<file path="config.mk">
export PLATFORM = sky130hd
export DESIGN_NAME = snd_mix4
export DESIGN_NICKNAME = d
export VERILOG_FILES = /design/src/rtl/snd_mix4.sv
export SDC_FILE = /design/constraint.sdc
export NUM_CORES = 2
export LEC_CHECK = 0
export ABC_AREA = 1
export CAP_MARGIN = 0
export CORE_UTILIZATION = 62
export CTS_CLUSTER_SIZE = 30
export DETAILED_ROUTE_END_ITERATION = 8
export GPL_TIMING_DRIVEN = 0
export PLACE_DENSITY = 0.81
export SLEW_MARGIN = 15
export SYNTH_ARGS = -nofsm -noshare
export SYNTH_HDL_FRONTEND = slang
export SYNTH_SLANG_ARGS = --single-unit
</file>
<file path="constraint.sdc">
create_clock -name clk -period 7.3 [get_ports clk]
set_input_delay 0.73 -clock clk [delete_from_list [all_inputs] [get_ports clk]]
set_output_delay 0.73 -clock clk [all_outputs]
set_load 0.005 [all_outputs]
</file>
<file path="src/rtl/snd_mix4.sv">
// snd_mix4 - four-channel signed audio mixer.
//
// Each channel is sign-extended to the widest channel width, scaled by an
// unsigned 4.4 gain (8'h10 = unity), the four products are summed, the sum
// is shifted right by 4 (floor) and saturated to wout bits. Three-stage
// pipeline advancing on cen; synchronous active-high reset.
//
// Ports:
//   clk          system clock
//   rst          synchronous reset, active high (overrides cen)
//   cen          clock enable, pipeline advances only when high
//   ch0..ch3     signed samples, widths w0..w3
//   gain0..gain3 unsigned 4.4 gains
//   mixed        signed saturated mix, wout bits
//   clip         (only with SND_MIX4_CLIP_EN) high for a saturated sample
//
// Optional feature macro: SND_MIX4_CLIP_EN adds the clip output.

module snd_mix4 #(
  parameter int w0   = 16,
  parameter int w1   = 16,
  parameter int w2   = 16,
  parameter int w3   = 16,
  parameter int wout = 16
) (
  input  logic            clk,
  input  logic            rst,
  input  logic            cen,
  input  logic [w0-1:0]   ch0,
  input  logic [w1-1:0]   ch1,
  input  logic [w2-1:0]   ch2,
  input  logic [w3-1:0]   ch3,
  input  logic [7:0]      gain0,
  input  logic [7:0]      gain1,
  input  logic [7:0]      gain2,
  input  logic [7:0]      gain3,
  output logic [wout-1:0] mixed
`ifdef SND_MIX4_CLIP_EN
  ,
  output logic            clip
`endif
);

  localparam int wm01 = (w0 > w1) ? w0 : w1;
  localparam int wm23 = (w2 > w3) ? w2 : w3;
  localparam int wm   = (wm01 > wm23) ? wm01 : wm23;
  localparam int wp   = wm + 9;
  localparam int wsum = wm + 11;
  // Compare width: wide enough for both the shifted sum and the output
  // limits, plus one bit so the limits are representable as signed values.
  localparam int ws   = (((wm + 7) > wout) ? (wm + 7) : wout) + 1;

  localparam logic signed [ws-1:0] sat_hi = {{(ws-wout+1){1'b0}}, {(wout-1){1'b1}}};
  localparam logic signed [ws-1:0] sat_lo = {{(ws-wout+1){1'b1}}, {(wout-1){1'b0}}};

  logic signed [wm-1:0]   x0, x1, x2, x3;
  logic signed [wp-1:0]   p0_r, p1_r, p2_r, p3_r;
  logic signed [wsum-1:0] sum_r;
  logic signed [ws-1:0]   s_ext;
  logic [wout-1:0]        mixed_nxt;
`ifdef SND_MIX4_CLIP_EN
  logic                   clip_nxt;
`endif

  assign x0 = wm'(signed'(ch0));
  assign x1 = wm'(signed'(ch1));
  assign x2 = wm'(signed'(ch2));
  assign x3 = wm'(signed'(ch3));

  // Arithmetic shift of the sum floors toward -inf; the cast only drops
  // sign copies or adds them.
  assign s_ext = ws'(sum_r >>> 4);

  always_comb begin
    mixed_nxt = s_ext[wout-1:0];
`ifdef SND_MIX4_CLIP_EN
    clip_nxt  = 1'b0;
`endif
    if (s_ext > sat_hi) begin
      mixed_nxt = sat_hi[wout-1:0];
`ifdef SND_MIX4_CLIP_EN
      clip_nxt  = 1'b1;
`endif
    end else if (s_ext < sat_lo) begin
      mixed_nxt = sat_lo[wout-1:0];
`ifdef SND_MIX4_CLIP_EN
      clip_nxt  = 1'b1;
`endif
    end
  end

  always_ff @(posedge clk) begin
    if (rst) begin
      p0_r  <= '0;
      p1_r  <= '0;
      p2_r  <= '0;
      p3_r  <= '0;
      sum_r <= '0;
      mixed <= '0;
`ifdef SND_MIX4_CLIP_EN
      clip  <= 1'b0;
`endif
    end else if (cen) begin
      // Gain is zero-extended to 9 bits so it stays non-negative as a
      // signed multiplicand.
      p0_r  <= wp'(x0) * wp'(signed'({1'b0, gain0}));
      p1_r  <= wp'(x1) * wp'(signed'({1'b0, gain1}));
      p2_r  <= wp'(x2) * wp'(signed'({1'b0, gain2}));
      p3_r  <= wp'(x3) * wp'(signed'({1'b0, gain3}));
      sum_r <= wsum'(p0_r) + wsum'(p1_r) + wsum'(p2_r) + wsum'(p3_r);
      mixed <= mixed_nxt;
`ifdef SND_MIX4_CLIP_EN
      clip  <= clip_nxt;
`endif
    end
  end

endmodule

</file>
# After elaboration in Yosys (flattened, before gate mapping)
# Index checks and enable logic that the tools add are counted.
# totals
reg_bits	143
output_inout_bits	16
in_bits	99
# op_classes
n_addsub	3
muxes	2
n_lt_le_gt_ge	2
mul	4
# ops
op	count
multiplier 16 x 9 -> 25 bit	4
2-to-1 mux 16 bit	2
adder 26 x 25 -> 27 bit	1
adder 27 x 25 -> 27 bit	1
adder 25 x 25 -> 26 bit	1
greater-than comparator 23 x 16 -> 1 bit, second input constant	1
< comparator 23 x 16 -> 1 bit, second input constant	1

# Logic depth before layout (Yosys ltp)
# logic_depth
word_depth	3
mapped_depth	23
ltp_nobuf	21

# Least setup slack after synthesis
# No wires, ideal clock.
# synth_path
path_kind	input -> register
from	input port gain0[2]
to	register p0_r[22]
path_stages	20
arrival_time_ns	4.677
path_buffers	2
required_ns	7.191
setup_slack_ns	2.514
cell_sequence	clkbuf_1 clkbuf_1 nand2_1 fa_1 inv_1 fa_1 inv_1 fa_1 fa_1 inv_1 ha_1 nand2_1 nor2_1 inv_1 nor2_1 nand4_1 nand4_1 nand3_1 nand2_1 inv_1
# synth_between
elab_chain_cells	1
# synth_lines
element	line	source
start, declared	33	input logic [7:0] gain0,
multiplier 16 x 9 -> 25 bit	106	p0_r <= wp'(x0) * wp'(signed'({1'b0, gain0}));
end signal, assigned	106	
end, declared	57	logic signed [wp-1:0] p0_r, p1_r, p2_r, p3_r;
# Every way passes these cells.
# A chain may end at the register's enable or synchronous reset.

# Worst setup path in the final report
# layout_path
from	input port gain3[2]
to	register p3_r[22]
# layout_between
elab_chain_cells	1
# layout_lines
element	line	source
start, declared	36	input logic [7:0] gain3,
multiplier 16 x 9 -> 25 bit	109	p3_r <= wp'(x3) * wp'(signed'({1'b0, gain3}));
end signal, assigned	109	
end, declared	57	
# Every way passes these cells.

==> metrics.md <==
| Metric | Value |
|---|---|
| Synth top area share | `0.326` |
| Vias in the first global route | `24,300` |
| Max frequency | `189 MHz` |
| Drt drc | `0` |
| P&R area growth vs syn | `5.40%` |
| Initial Utilization | `0.633` |
| Drt wl/cell | `14.7 microns` |
| RePlAce Congestion | `0.966` |
| CP delay by family, top | `adder cells` |
| Post-route cell area | `29,700 sq um` |
| Most used cell along the critical path | `inv_1` |
| Hold WS | `0.467 ns` |
| GR Layer Usage met2 | `0.520` |
| Nets | `4,819` |
| Rel. slew slack | `0.403` |
| PortBufs | `17` |
| Status | `completed` |
| Number of hold violations in the final report | `0` |
| Routed Antenna Nets | `0` |
| Fin. max-slew vios | `0` |
| Cells after Synth | `4,002` |
| Clock Tree Root | `clkbuf_16` |
| Max Cap Viol | `0` |
| Chip width | `215 microns` |
| Io pins | `~120` |
| Share of cells above drive strength 1 | `0.0360` |
| Dominant synthesized flop cell | `dfxtp_1` |
| Syn nets | `between 4,000 and 5,000` |
| Met1 Track Usage GR | `0.419` |
| Fill cells | `3,946` |
| Area leader, netlist | `fa_1` |
| Netlist Area Pre-Place | `about 28,000 sq um` |
| Fin Setup TNS | `0 ns` |
| DR vias | `24,300` |
| Core area | `around 45,000 sq um` |
| DIE AREA | `~46,000 sq um` |
| Worst Hold Class | `flip-flop to flip-flop` |
| CP arrival | `5.62 ns` |
| Tmin final | `5.30 ns` |
| Num CTS Buffers | `17` |
| Register area | `2780 sq um` |
| Measured slew at the worst slew-check pin | `0.895 ns` |
| Worst-Skew Late Latency | `0.43 ns` |
| Pre-antenna DRT Iters | `6` |
| Peak supply drop | `about 0.32 mV` |
| Die height | `215 microns` |
| Grt total ovfl | `0` |
| Register bit total from synthesis | `between 100 and 150` |
| Placed Instance Area | `29,100 sq um` |
| Slowest cell on crit path | `fa_1` |
| Delay of the slowest critical-path stage | `0.69 ns` |
| Post-CTS setup buffers | `0` |
| Initial antenna violation count | `0` |
| Setup crit end kind | `flip-flop` |
| # resized after CTS | `0` |
| Layout Skew | `0.00905 ns` |
| Pleak | `18.0 nW` |
| Mean area per synthesized cell | `7.04 sq um` |
| Met3 GRT Util | `0.0286` |
| Top cells by area, synth | `fa_1 33%, inv_1 15%, nand2_1 13%, ha_1 10%, dfxtp_1 9.9%` |
| Placed cells | `4,611` |
| TritonCTS clock tree | `done` |
| Cts-stage hold buffer count | `0` |
| Worst path cell trace | `clkbuf_1 > clkbuf_1 > nand2_1 > fa_1 > inv_1 > fa_1 > fa_1 > inv_1 > fa_1 > inv_1 > ha_1 > nand2_1 > nor2_1 > inv_1 > nor2_1 > nand4_1 > nand4_1 > nand3_1 > nand2_1 > inv_1` |
| Busiest grt layer | `met2` |
| GRT Overall Usage | `0.307` |
| EDFF count, synth | `0` |
| Clock Pin Slew Worst Setup and Hold Paths | `about 0.070 ns` |
| Layout Cells excl Fill | `roughly 4,600` |
| CP Max Fanout | `10` |
| Fin util | `0.667` |
| Clk sinks | `139` |
| Final worst slack | `2.00 ns` |
| Required @ worst endpoint | `7.62 ns` |
| Dpl ws | `1.64 ns` |
| Number of core rows | `77` |
| Overall power | `12.9 mW` |
| Clk buf depth | `2` |
| Synth unique cells | `42` |
| PwrDens | `435 nW/um^2` |
| Final worst path period share | `0.726` |
| Vias per cell | `5.24` |
| H-tree Lvls | `4` |
| Setup crit start kind | `input port` |
| Sequential share of the synthesized area | `0.0988` |
| First-pass GRT wire length | `116 mm` |
| DP HPWL | `57.4 mm` |
| Routed WL | `68.2 mm` |
| Yosys warns | `0` |
| Crit path buffers/inverters | `7` |
| Area of the multi-input gates | `20,400 sq um` |
| Number of diodes | `0` |
| Ys async rst share | `0` |
| Initial DRC count | `2,111` |
| Largest net degree at the start of global routing | `17` |
| Unrepaired setup endpoints after global routing | `no` |
| Final setup viols | `0` |
| WS Path Type | `input port to flip-flop` |
Yosys cell counts, types with 9 or more instances:
cell / n
inv_1: 1123
nand2_1: 953
fa_1: 458
nor2_1: 301
ha_1: 224
a21oi_1: 145
dfxtp_1: 139
nand3_1: 137
clkbuf_1: 128
o21ai_0: 122
xor2_1: 36
nand4_1: 28
a21oi_2: 24
nand2_2: 20
clkbuf_2: 18
buf_2: 16
o21ai_1: 15
a21o_1: 13
xnor2_1: 13
buf_1: 10
nor2_2: 9
worst register-to-register path, delay by kind of cell, from the launching register on:
| family | cells | cell delay [ns] |
|---|---|---|
| adders and majority gates | 3 | 1.39 |
| DFF | 1 | 0.33 |
| AOI/OAI and AO/OA | 1 | 0.22 |
| and+or+nand+nor | 7 | 0.91 |
| buffers and inverters | 2 | 0.13 |
power breakdown:
group	total, mW	internal, mW	switching (mW)
clock network	0.914	0.544	0.370
registers	1.28	1.04	0.238
logic	10.7	3.83	6.88
registers in the layout (all words and copies together), names as in the netlist:
| register | cells |
|---|---|
| sum_r | 23 |
| p3_r | 25 |
| p2_r | 25 |
| p0_r | 25 |
| p1_r | 25 |
| mixed | 16 |
logic make-up (layout without fill, tap and decap cells):
logic type	Yosys count	in the layout	synth area share
simple gates	1485	1485	0.215
xor+xnor	49	49	0.0152
compound gates	349	349	0.0709
flops	139	139	0.0988
fa+ha+maj	682	682	0.425
buf+inv	1298	1346	0.175
worst paths after layout:
kind,start,end,slack [ns],depth (start not counted)
hold / removal,mixed[2],mixed[2],0.47,2
hold reg to reg,mixed[2],mixed[2],0.47,2
setup reg to reg,p0_r[6],sum_r[15],4.22,13
setup / recovery,gain3[2],p3_r[22],2.00,20
area by class of cell:
class | instances | share of cell area
multi-input cells | 2565 | 0.689
inverters | 1124 | 0.142
flip-flops and latches | 139 | 0.0938
well taps | 592 | 0.0250
plain buffers | 174 | 0.0238
clock buffers | 17 | 0.0143
clock inverters | 14 | 0.00624
repair buffers | 17 | 0.00573
metal layers:
layer  vias to the layer above  wire, microns  share of wire
li1                      11700              -              -
met1                     11600          29300           0.43
met2                       884          32300           0.47
met3                       126           4640          0.068
met4                         0           1980          0.029
met5                         -              0              0
cell usage in the layout (no fill, tap or decap), types with 4 or more instances in the layout:
master / instances
inv_1: 1123
nand2_1: 953
fa_1: 458
nor2_1: 301
ha_1: 224
a21oi_1: 145
dfxtp_1: 139
nand3_1: 137
clkbuf_1: 128
o21ai_0: 122
xor2_1: 36
nand4_1: 28
a21oi_2: 24
nand2_2: 20
clkbuf_2: 18
clkbuf_16: 17
clkdlybuf4s50_1: 17
buf_2: 16
o21ai_1: 15
a21o_1: 13
xnor2_1: 13
buf_1: 10
nor2_2: 9
nand3_2: 8
o211ai_1: 8
nand3b_1: 7
o21bai_1: 7
nor3_1: 6
inv_6: 5
nor3_2: 4
o21a_1: 4
o211ai_2: 4
nor4_1: 4
No activity file was read; power rests on OpenSTA's default activity.
